**config.mk**
```make
export PLATFORM = sky130hd
export DESIGN_NAME = vga_timing_gen
export DESIGN_NICKNAME = d
export VERILOG_FILES = /design/src/rtl/vga_pkg.sv /design/src/rtl/clk_en_div.sv /design/src/rtl/vga_timing_gen.sv
export SDC_FILE = /design/constraint.sdc
export NUM_CORES = 1
export LEC_CHECK = 0
export BUFFER_PORTS_ARGS = -buffer_cell sky130_fd_sc_hd__buf_2
export CORE_MARGIN = 2
export CORE_UTILIZATION = 50
export CTS_BUF_LIST = sky130_fd_sc_hd__clkbuf_2 sky130_fd_sc_hd__clkbuf_4 sky130_fd_sc_hd__clkbuf_8
export CTS_CLUSTER_DIAMETER = 80
export DETAILED_ROUTE_END_ITERATION = 10
export HOLD_SLACK_MARGIN = 0.06
export PLACE_DENSITY_LB_ADDON = 0.15
export RECOVER_POWER = 25
export SLEW_MARGIN = 30
export SYNTH_ARGS = -nofsm -noshare
export SYNTH_HDL_FRONTEND = slang
export SYNTH_SLANG_ARGS = --single-unit
```
**constraint.sdc**
```tcl
create_clock -name clk -period 3.9 [get_ports clk]
set_input_delay 0.78 -clock clk [delete_from_list [all_inputs] [get_ports clk]]
set_output_delay 0.78 -clock clk [all_outputs]
set_load 0.005 [all_outputs]
```
**src/rtl/vga_pkg.sv**
```systemverilog
// Shared 640x480@60 timing constants, board geometry and the cell-index helper
// used by the VGA raster generator.
package vga_pkg;

  localparam int VGA_H_VISIBLE = 640;
  localparam int VGA_H_FP      = 16;
  localparam int VGA_H_SYNC    = 96;
  localparam int VGA_H_BP      = 48;
  localparam int VGA_V_VISIBLE = 480;
  localparam int VGA_V_FP      = 10;
  localparam int VGA_V_SYNC    = 2;
  localparam int VGA_V_BP      = 33;

  localparam int BOARD_X0 = 80;
  localparam int CELL_SZ  = 160;

  localparam logic [3:0] CELL_NONE = 4'd15;
  // Row/column tracker value meaning "outside the 3x3 board".
  localparam logic [1:0] IDX_NONE  = 2'd3;

  function automatic logic [3:0] cell_index(input logic [1:0] row, input logic [1:0] col);
    return 4'({row, 1'b0}) + 4'(row) + 4'(col);
  endfunction

endpackage

```
**src/rtl/clk_en_div.sv**
```systemverilog
// Pixel-tick divider: a registered one-clock tick every DIV system clocks,
// high in the clock where the internal count sits at DIV-1.
module clk_en_div #(
  parameter int DIV = 4
) (
  input  logic clk,
  input  logic rst,
  output logic tick
);

  localparam int CW = (DIV > 1) ? $clog2(DIV) : 1;
  localparam logic [CW-1:0] LAST = CW'(DIV - 1);

  logic [CW-1:0] cnt;
  logic [CW-1:0] cnt_nxt;

  always_comb begin
    if (cnt == LAST) begin
      cnt_nxt = '0;
    end else begin
      cnt_nxt = cnt + CW'(1);
    end
  end

  // Tick is registered from the next count so it lines up with cnt == DIV-1.
  always_ff @(posedge clk or posedge rst) begin
    if (rst) begin
      cnt  <= '0;
      tick <= 1'b0;
    end else begin
      cnt  <= cnt_nxt;
      tick <= (cnt_nxt == LAST);
    end
  end

endmodule

```
**src/rtl/vga_timing_gen.sv**
```systemverilog
// VGA raster timing: pixel coordinates, blanking, syncs and frame strobe, all from one
// register stage. Defining VGA_CELL_COORD_EN adds 3x3 board cell/lx/ly outputs.
import vga_pkg::*;

module vga_timing_gen #(
  parameter int   CLK_DIV   = 4,
  parameter int   H_VISIBLE = VGA_H_VISIBLE,
  parameter int   H_FP      = VGA_H_FP,
  parameter int   H_SYNC    = VGA_H_SYNC,
  parameter int   H_BP      = VGA_H_BP,
  parameter int   V_VISIBLE = VGA_V_VISIBLE,
  parameter int   V_FP      = VGA_V_FP,
  parameter int   V_SYNC    = VGA_V_SYNC,
  parameter int   V_BP      = VGA_V_BP,
  parameter logic SYNC_POL  = 1'b0
) (
  input  logic       clk,
  input  logic       rst,
  output logic       pix_en,
  output logic [9:0] x,
  output logic [9:0] y,
  output logic       blanking,
  output logic       hsync,
  output logic       vsync,
  output logic       frame_start
`ifdef VGA_CELL_COORD_EN
  ,
  output logic [3:0] cell,
  output logic [9:0] lx,
  output logic [9:0] ly
`endif
);

  localparam logic [9:0] X_LAST   = 10'(H_VISIBLE + H_FP + H_SYNC + H_BP - 1);
  localparam logic [9:0] Y_LAST   = 10'(V_VISIBLE + V_FP + V_SYNC + V_BP - 1);
  localparam logic [9:0] X_VIS    = 10'(H_VISIBLE);
  localparam logic [9:0] Y_VIS    = 10'(V_VISIBLE);
  localparam logic [9:0] HS_START = 10'(H_VISIBLE + H_FP);
  localparam logic [9:0] HS_END   = 10'(H_VISIBLE + H_FP + H_SYNC);
  localparam logic [9:0] VS_START = 10'(V_VISIBLE + V_FP);
  localparam logic [9:0] VS_END   = 10'(V_VISIBLE + V_FP + V_SYNC);

  logic       tick;
  logic [9:0] x_nxt;
  logic [9:0] y_nxt;
  logic       hs_on;
  logic       vs_on;

  clk_en_div #(.DIV(CLK_DIV)) u_div (
    .clk  (clk),
    .rst  (rst),
    .tick (tick)
  );

  assign pix_en = tick;

  always_comb begin
    y_nxt = y;
    if (x == X_LAST) begin
      x_nxt = 10'd0;
      if (y == Y_LAST) begin
        y_nxt = 10'd0;
      end else begin
        y_nxt = y + 10'd1;
      end
    end else begin
      x_nxt = x + 10'd1;
    end
  end

  assign hs_on = (x_nxt >= HS_START) && (x_nxt < HS_END);
  assign vs_on = (y_nxt >= VS_START) && (y_nxt < VS_END);

  // Decode is done on the next coordinates so every output shares the x/y register stage.
  always_ff @(posedge clk or posedge rst) begin
    if (rst) begin
      x           <= 10'd0;
      y           <= 10'd0;
      blanking    <= 1'b1;
      hsync       <= ~SYNC_POL;
      vsync       <= ~SYNC_POL;
      frame_start <= 1'b0;
    end else if (tick) begin
      x           <= x_nxt;
      y           <= y_nxt;
      blanking    <= (x_nxt >= X_VIS) || (y_nxt >= Y_VIS);
      hsync       <= hs_on ? SYNC_POL : ~SYNC_POL;
      vsync       <= vs_on ? SYNC_POL : ~SYNC_POL;
      frame_start <= (x_nxt == 10'd0) && (y_nxt == 10'd0);
    end else begin
      frame_start <= 1'b0;
    end
  end

`ifdef VGA_CELL_COORD_EN
  localparam logic [9:0] BX0       = 10'(BOARD_X0);
  localparam logic [9:0] CELL_LAST = 10'(CELL_SZ - 1);

  logic [1:0] col;
  logic [1:0] row;
  logic [1:0] col_nxt;
  logic [1:0] row_nxt;
  logic [9:0] lx_cnt;
  logic [9:0] ly_cnt;
  logic [9:0] lx_nxt;
  logic [9:0] ly_nxt;
  logic       line_wrap;
  logic       on_board;

  assign line_wrap = (x == X_LAST);

  // Column/lx follow x one step at a time; cell edges are detected by lx reaching CELL_SZ-1.
  always_comb begin
    col_nxt = col;
    lx_nxt  = lx_cnt;
    if (x_nxt == BX0) begin
      col_nxt = 2'd0;
      lx_nxt  = 10'd0;
    end else if (col == IDX_NONE || x_nxt == 10'd0) begin
      col_nxt = IDX_NONE;
      lx_nxt  = 10'd0;
    end else if (lx_cnt == CELL_LAST) begin
      col_nxt = (col == 2'd2) ? IDX_NONE : col + 2'd1;
      lx_nxt  = 10'd0;
    end else begin
      lx_nxt  = lx_cnt + 10'd1;
    end
  end

  always_comb begin
    row_nxt = row;
    ly_nxt  = ly_cnt;
    if (!line_wrap) begin
      row_nxt = row;
    end else if (y_nxt == 10'd0) begin
      row_nxt = 2'd0;
      ly_nxt  = 10'd0;
    end else if (row == IDX_NONE) begin
      ly_nxt  = 10'd0;
    end else if (ly_cnt == CELL_LAST) begin
      row_nxt = (row == 2'd2) ? IDX_NONE : row + 2'd1;
      ly_nxt  = 10'd0;
    end else begin
      ly_nxt  = ly_cnt + 10'd1;
    end
  end

  assign on_board = (col_nxt != IDX_NONE) && (row_nxt != IDX_NONE);

  // Row tracking starts on-board because the raster resets to y = 0.
  always_ff @(posedge clk or posedge rst) begin
    if (rst) begin
      col    <= IDX_NONE;
      row    <= 2'd0;
      lx_cnt <= 10'd0;
      ly_cnt <= 10'd0;
      cell   <= CELL_NONE;
      lx     <= 10'd0;
      ly     <= 10'd0;
    end else if (tick) begin
      col    <= col_nxt;
      row    <= row_nxt;
      lx_cnt <= lx_nxt;
      ly_cnt <= ly_nxt;
      cell   <= on_board ? cell_index(row_nxt, col_nxt) : CELL_NONE;
      lx     <= on_board ? lx_nxt : 10'd0;
      ly     <= on_board ? ly_nxt : 10'd0;
    end else begin
      cell   <= cell;
    end
  end
`endif

endmodule
```
==> results of run 1 <==
-- through the flow --
stage	util, %	power [uW]	setup slack (ns)	hold slack, ns	cell area, um^2
floorplan	-	289	1.48	0.428	1790
global placement	56.4	291	1.31	0.437	1910
detailed placement	56.4	292	1.28	0.449	1910
CTS	57.2	416	1.26	0.468	1940
global route	57.2	430	1.06	0.502	1940
finish	57.2	409	1.28	0.466	1940
-- sequential cells by signal, summed over array words and instances, names as in the netlist --
| signal | cells |
|---|---|
| u_div.cnt | 2 |
| u_div.tick | 1 |
| hsync | 1 |
| frame_start | 1 |
| x | 10 |
| y | 10 |
| vsync | 1 |
| blanking | 1 |
-- final timing paths --
path / end / slack, ns / cells after the start
worst max register to register: frame_start$_DFF_PP0_ / 1.28 / 7
worst max-delay path: frame_start$_DFF_PP0_ / 1.28 / 7
worst min-delay path: u_div.cnt[0]$_DFF_PP0_ / 0.47 / 1
max in group asynchronous: x[3]$_DFFE_PP0P_ / 2.61 / 2
min in group asynchronous: y[6]$_DFFE_PP0P_ / 0.67 / 2
worst min register to register: u_div.cnt[0]$_DFF_PP0_ / 0.47 / 1
-- layout make-up --
| type | instances | area [um^2] |
|---|---|---|
| Clock inverter | 1 | 5.00 |
| Clock buffer | 3 | 22.5 |
| Multi-Input combinational cell | 152 | 1010 |
| Tap cell | 46 | 57.6 |
| Timing Repair Buffer | 27 | 138 |
| Inverter | 6 | 22.5 |
| Fill cell | 319 | 1450 |
| Sequential cell | 27 | 679 |
-- routing by layer --
| layer | vias to the layer above | GRT usage (%) | part of all wire, % |
|---|---|---|---|
| met4 | 0 | 4.89 | 0.77 |
| met3 | 2 | 2.11 | 5.5 |
| li1 | 755 | - | - |
| met2 | 49 | 29.7 | 46 |
| met5 | - | 0 | 0 |
| met1 | 743 | 30.8 | 48 |
-- cells by family after synthesis --
| kind of cell | after synthesis | synth area share [%] |
|---|---|---|
| and+or+nand+nor | 86 | 27.4 |
| AOI/OAI and AO/OA | 41 | 15.4 |
| DFF | 27 | 37.9 |
| buffers and inverters | 22 | 5.45 |
| xor gates and xnor gates | 16 | 7.82 |
| adders and majority gates | 6 | 4.19 |
| muxes | 3 | 1.89 |
-- worst max-delay path: cells and delay by family (launching register included) --
family | cells | cell delay, ns
AO/OA/AOI/OAI | 1 | 0.20
XOR/XNOR | 1 | 0.23
adder cells (fa/ha/maj) | 1 | 0.27
flip-flops | 1 | 0.47
AND/OR/NAND/NOR | 4 | 1.38
-- placed cells by master (no fill, tap or decap), drive strengths merged, types with 2 or more instances in the layout --
cell type  count
buf           27
dfrtp         24
nand2         18
nor2          16
o21ai         12
nand3         11
xor2          10
nor3           9
nand4          8
xnor2          6
inv            6
a21oi          6
ha             6
or3            5
nor4           4
mux2           3
and3           3
a31oi          3
o21a           3
o31ai          3
dfstp          3
clkbuf         3
a21o           3
and2           2
nand2b         2
o2111ai        2
a22oi          2
-- Yosys cell counts (3+ instances only) --
| master | n |
|---|---|
| nor2_1 | 16 |
| nor4_1 | 3 |
| nand3_1 | 11 |
| dfstp_2 | 3 |
| o21ai_0 | 12 |
| xor2_1 | 10 |
| or3_1 | 5 |
| xnor2_1 | 6 |
| buf_2 | 5 |
| ha_1 | 6 |
| o31ai_1 | 3 |
| a21oi_1 | 6 |
| a31oi_1 | 3 |
| mux2_2 | 3 |
| clkbuf_1 | 8 |
| and3_1 | 3 |
| o21a_1 | 3 |
| nor3_1 | 8 |
| inv_1 | 6 |
| nand4_1 | 7 |
| nand2_1 | 17 |
| dfrtp_1 | 24 |
-- power groups by stage --
stage | sequential, uW | combinational [uW] | clock (uW)
4_1_cts | 280 | 6.50 | 129
5_1_grt | 280 | 7.15 | 142
2_1_floorplan | 285 | 4.13 | 0
6_report | 280 | 5.76 | 123
3_3_place_gp | 285 | 6.14 | 0
3_5_place_dp | 285 | 6.50 | 0
==> reports/qor.csv, run 1 <==
stage,metric,value,unit
clocking,cts-root-buf,clkbuf_4,
yosys,yosysWarnings,0,
run,maxCapViolCount,0,
routing,viasPerCell,5.91,
final_layout,layout-drive-gt1-share,21.3,%
final_layout,layout.cells.non_filler,262,
setup_path,max_stage_delay,0.54,ns
setup_path,critical_path_class,register to register,
global_routing,overflow,0,
power,power.density,211,nW/um^2
setup_path,setup.worst_path.start_class,register,
timing,final-setup-viol-count,0,
placement,dp.cells,258,
yosys,synth_top_area_share,33.5,%
global_routing,grt_pass1_wl,6580,um
timing,slew_headroom,31.6,%
global_routing,grt_usage,20.0,%
timing,slew_violations,0,
setup_path,cpMostUsedCell,or3_1,
floorplan,io_pins,27,
floorplan,chipHeight,63.9,um
clocking,post-cts-setup-buffers,0,
final_layout,final_nets,225,
clocking,cts.hold.buffers_added,0,
yosys,synth-seq-area-share,37.9,%
clocking,cts_resized,0,
power,power_frac_seq,68.4,%
timing,min_period,2.62,ns
setup_path,crit_required,4.15,ns
setup_path,path_cells,ha_1 -> nand4_2 -> or3_1 -> or3_1 -> xor2_1 -> o2111ai_1 -> nor4_2,
setup_path,arrival,2.87,ns
final_layout,syn_to_final_growth,8.24,%
clocking,numCtsBuffers,3,
floorplan,initial_utilization,52.9,%
min_path,hp-class,register to register,
placement,portBuffers,26,
routing,ant_nets,0,
floorplan,row_count,21,
power,p_int,319,uW
routing,drtPass1Iterations,4,
clocking,clock_latency,0.33,ns
power,irDropWorstVdd,0.134,mV
yosys,synthesis.nets,209,
yosys,yosys_most_used_dff,dfrtp_1,
yosys,netlist_area,1790,um^2
power,clkPwrFrac,30.2,%
global_routing,grt_max_degree,28,
routing,dr.first_iter.drc_count,93,
floorplan,die_x,63.9,um
routing,drt-wirelength-per-cell,14.4,um
power,p_switching,90.4,uW
setup_path,critPathLaunch,x[0]$_DFFE_PP0P_,
clocking,cts_tree,yes,
global_routing,antenna_found_initial,0,
timing,rsz0062_at_grt,no,
yosys,synth_area_leader_cell,dfrtp_1,
clocking,clock_sinks,27,
setup_path,cp_max_fo,9,
timing,fin_setup_tns,0,ns
placement,dp.final_hpwl,2770,um
yosys,syn_inst,201,
yosys,synth_area_leaders,"dfrtp_1, xor2_1, dfstp_2, ha_1, nand2_1",
yosys,synth-edff-count,0,
yosys,syn_area_per_cell,8.91,um^2
status,status,completed,
clocking,path_clk_slew,0.15,ns
yosys,ys_async_sr_fraction,100,%
power,swShare,22.1,%
floorplan,core_area,3390,um^2
timing,tightest_slew,1.03,ns
yosys,synth_seq_cells,27,
clocking,clk_path_buf_depth,2,
timing,fin_crit_sh,67.1,%
timing,hold_violations,0,
routing,vias,1549,
setup_path,rr_startpoint,x[0]$_DFFE_PP0P_,
timing,clock.fmax,382,MHz
power,combPwrFrac,1.4,%
timing,fin_skew,0.0112,ns
power,leakage,0.000869,uW
floorplan,fp.dieArea,4080,um^2
routing,drt_wl_total,3770,um
setup_path,cp-end-kind,register,
routing,drc_errors,0,
setup_path,slowest_stage,or3_1,
min_path,holdCritStartpoint,u_div.cnt[0]$_DFF_PP0_,
yosys,synth.distinct_cells,50,
global_routing,grt_pass1_vias,1338,
clocking,cts.htree.levels,1,
placement,routabilityCongestion,0.946,
final_layout,antenna_cells,0,
(Power assumes the default switching activity.)
==> run 2: changes to the inputs <==
==> constraint.sdc (replaced) <==
create_clock -name clk -period 2.3 [get_ports clk]
set_input_delay 0.46 -clock clk [delete_from_list [all_inputs] [get_ports clk]]
set_output_delay 0.46 -clock clk [all_outputs]
set_load 0.005 [all_outputs]
==> run 2 against run 1 <==
Die area unchanged. Via count up 7.8%. Count of clock-buffer cells in the layout up 1. Sequential power up 70%. Clock skew down 0.0061 ns. Global-route usage up 2.3 points. Critical path type unchanged. Critical endpoint unchanged.
==> reports/qor.csv, run 2 (synthesis gave the netlist of run 1 again) <==
stage,metric,value,unit,change
clocking,cts.hold.buffers_added,0,,unchanged
timing,clock.fmax,438,MHz,+15%
final_layout,layout-drive-gt1-share,31.9,%,+11 points
global_routing,overflow,0,,unchanged
floorplan,core_area,3390,um^2,unchanged
timing,min_period,2.28,ns,-0.332 ns
floorplan,row_count,21,,unchanged
placement,placed_area,2090,um^2,+9.4%
final_layout,final_nets,247,,+9.8%
routing,viasPerCell,5.88,,-0.54%
power,p_total,704,uW,+72%
floorplan,fp.dieArea,4080,um^2,unchanged
power,power.density,327,nW/um^2,+55%
global_routing,grt_pass1_vias,1494,,+12%
placement,dp.cells,280,,+8.5%
floorplan,chipHeight,63.9,um,unchanged
routing,ant_nets,0,,unchanged
setup_path,rr_startpoint,y[1]$_DFFE_PP0P_,,
final_layout,antenna_cells,0,,unchanged
run,maxCapViolCount,0,,unchanged
timing,hold_violations,0,,unchanged
clocking,cts_tree,yes,,
routing,drt_wl_total,4250,um,+13%
clocking,numCtsBuffers,3,,unchanged
global_routing,grt_max_degree,18,,-36%
power,leakage,0.000978,uW,+13%
global_routing,grt_usage,22.2,%,+2.3 points
power,irDropWorstVdd,0.206,mV,+53%
final_layout,syn_to_final_growth,20.2,%,
floorplan,io_pins,27,,unchanged
routing,drtPass1Iterations,4,,unchanged
setup_path,crit_required,2.54,ns,-1.61 ns
setup_path,critPathLaunch,y[1]$_DFFE_PP0P_,,
routing,drc_errors,0,,unchanged
placement,portBuffers,26,,unchanged
clocking,cts-root-buf,clkbuf_4,,
setup_path,critical_path_class,register to register,,
setup_path,r2r_setup_slack,0.02,ns,-1.27 ns
placement,dp.final_hpwl,3230,um,+16%
timing,fin_skew,0.00505,ns,-0.00612 ns
clocking,clock_latency,0.32,ns,about the same
final_layout,reg_top3,"x (10), y (10), u_div.cnt (2)",,
final_layout,layout_common_cells,"buf_2, buf_4, dfrtp_1",,
setup_path,r2r_cells,8,,+1
final_layout,mostFrequentLayoutCell,buf_2,,
timing,tightest_slew,0.640,ns,-0.385 ns
setup_path,setup.worst_path.start_class,register,,
setup_path,worst_r2r_endpoint,frame_start$_DFF_PP0_,,
setup_path,arrival,2.52,ns,-0.35 ns
timing,fin_setup_tns,0,ns,unchanged
min_path,hp-class,primary input to async pin,,
routing,vias,1670,,+7.8%
setup_path,cp-end-kind,register,,
timing,slew_violations,0,,unchanged
timing,rsz0062_at_grt,yes,,
clocking,post-cts-setup-buffers,0,,unchanged
clocking,path_clk_slew,0.14,ns,about the same
clocking,clock_sinks,27,,unchanged
final_layout,stdcell_area,2150,um^2,+11%
placement,routabilityCongestion,0.919,,-2.8%
status,status,completed,,
final_layout,layout.cells.non_filler,284,,+8.4%
timing,fin_crit_sh,99.3,%,+32 points
clocking,clk_path_buf_depth,2,,unchanged
final_layout,final_util,63.5,%,+6.3 points
routing,drt-wirelength-per-cell,15.0,um,+4.2%
routing,dr.first_iter.drc_count,117,,+26%
global_routing,antenna_found_initial,0,,unchanged
timing,slew_headroom,57.3,%,+26 points
setup_path,cp_max_fo,3,,-6
clocking,cts.htree.levels,1,,unchanged
global_routing,grt_pass1_wl,7160,um,+8.8%
timing,final-setup-viol-count,0,,unchanged
floorplan,die_x,63.9,um,unchanged
floorplan,initial_utilization,52.9,%,unchanged
[run 2: cell count changes in the layout (fill, tap and decap cells not counted)]
cell | before | now
buf_4 | 1 | 23
nor4_1 | 3 | 0
nor4_2 | 1 | 4
dfrtp_1 | 24 | 22
dfrtp_2 | 0 | 2
clkbuf_4 | 3 | 4
clkinv_2 | 1 | 0
ha_1 | 6 | 5
ha_4 | 0 | 1
nor3_1 | 8 | 7
nor3_2 | 1 | 2
xor2_1 | 10 | 9
xor2_2 | 0 | 1
[run 2: report_power, final]
group | internal, uW | switching [uW] | total (uW)
registers | 475 | 0 | 475
clock network | 79.8 | 138 | 218
logic | 1.79 | 9.30 | 11.1
[run 2: timing repair]
| item | 4_1_cts | 5_1_grt |
|---|---|---|
| cloned | 0 | 0 |
| gates resized for setup | 1 | 4 |
| endpoints found under the setup margin | 1 | 3 |
[run 2: through the flow]
step                      hold slack (ns)  setup WS (ns)
final                               0.188         0.0160
after global routing                0.227         -0.101
after CTS                           0.214         0.0274
after detailed placement            0.453         0.0116
after global placement              0.438         0.0774
after floorplan                     0.428         0.0155
[run 2: final cells by class]
type / instances / area [um^2]
sequential: 27 / 682
timing repair buffer: 49 / 303
fill: 299 / 1240
clock buffer: 4 / 30.0
tap: 46 / 57.6
inverter: 6 / 22.5
multi-input combinational: 152 / 1060
[run 2: how the worst max path moves through the flow]
stage,depth (start not counted),end,slack [ns]
4_1_cts,8,frame_start$_DFF_PP0_,0.03
6_report,8,frame_start$_DFF_PP0_,0.02
5_1_grt,8,frame_start$_DFF_PP0_,-0.10
2_1_floorplan,9,frame_start$_DFF_PP0_,0.02
3_3_place_gp,7,y[8]$_DFFE_PP0P_,0.08
3_5_place_dp,7,y[8]$_DFFE_PP0P_,0.01
[run 2: critical path, cell delays in order, from the launching register on]
cell and delay [ns]:
dfrtp_1 0.40, inv_1 0.07, ha_1 0.16, or4b_4 0.48, or4_4 0.47, nand3b_4 0.10
nand2_2 0.05, or3_1 0.33, nor4_2 0.14
[run 2: per-layer routing]
metal | track usage, % | up-vias | wire length, um
met5 | 0 | - | 0
li1 | - | 804 | -
met4 | 5.98 | 0 | 48
met3 | 5.11 | 4 | 240
met2 | 32.8 | 51 | 2010
met1 | 32.5 | 811 | 1950
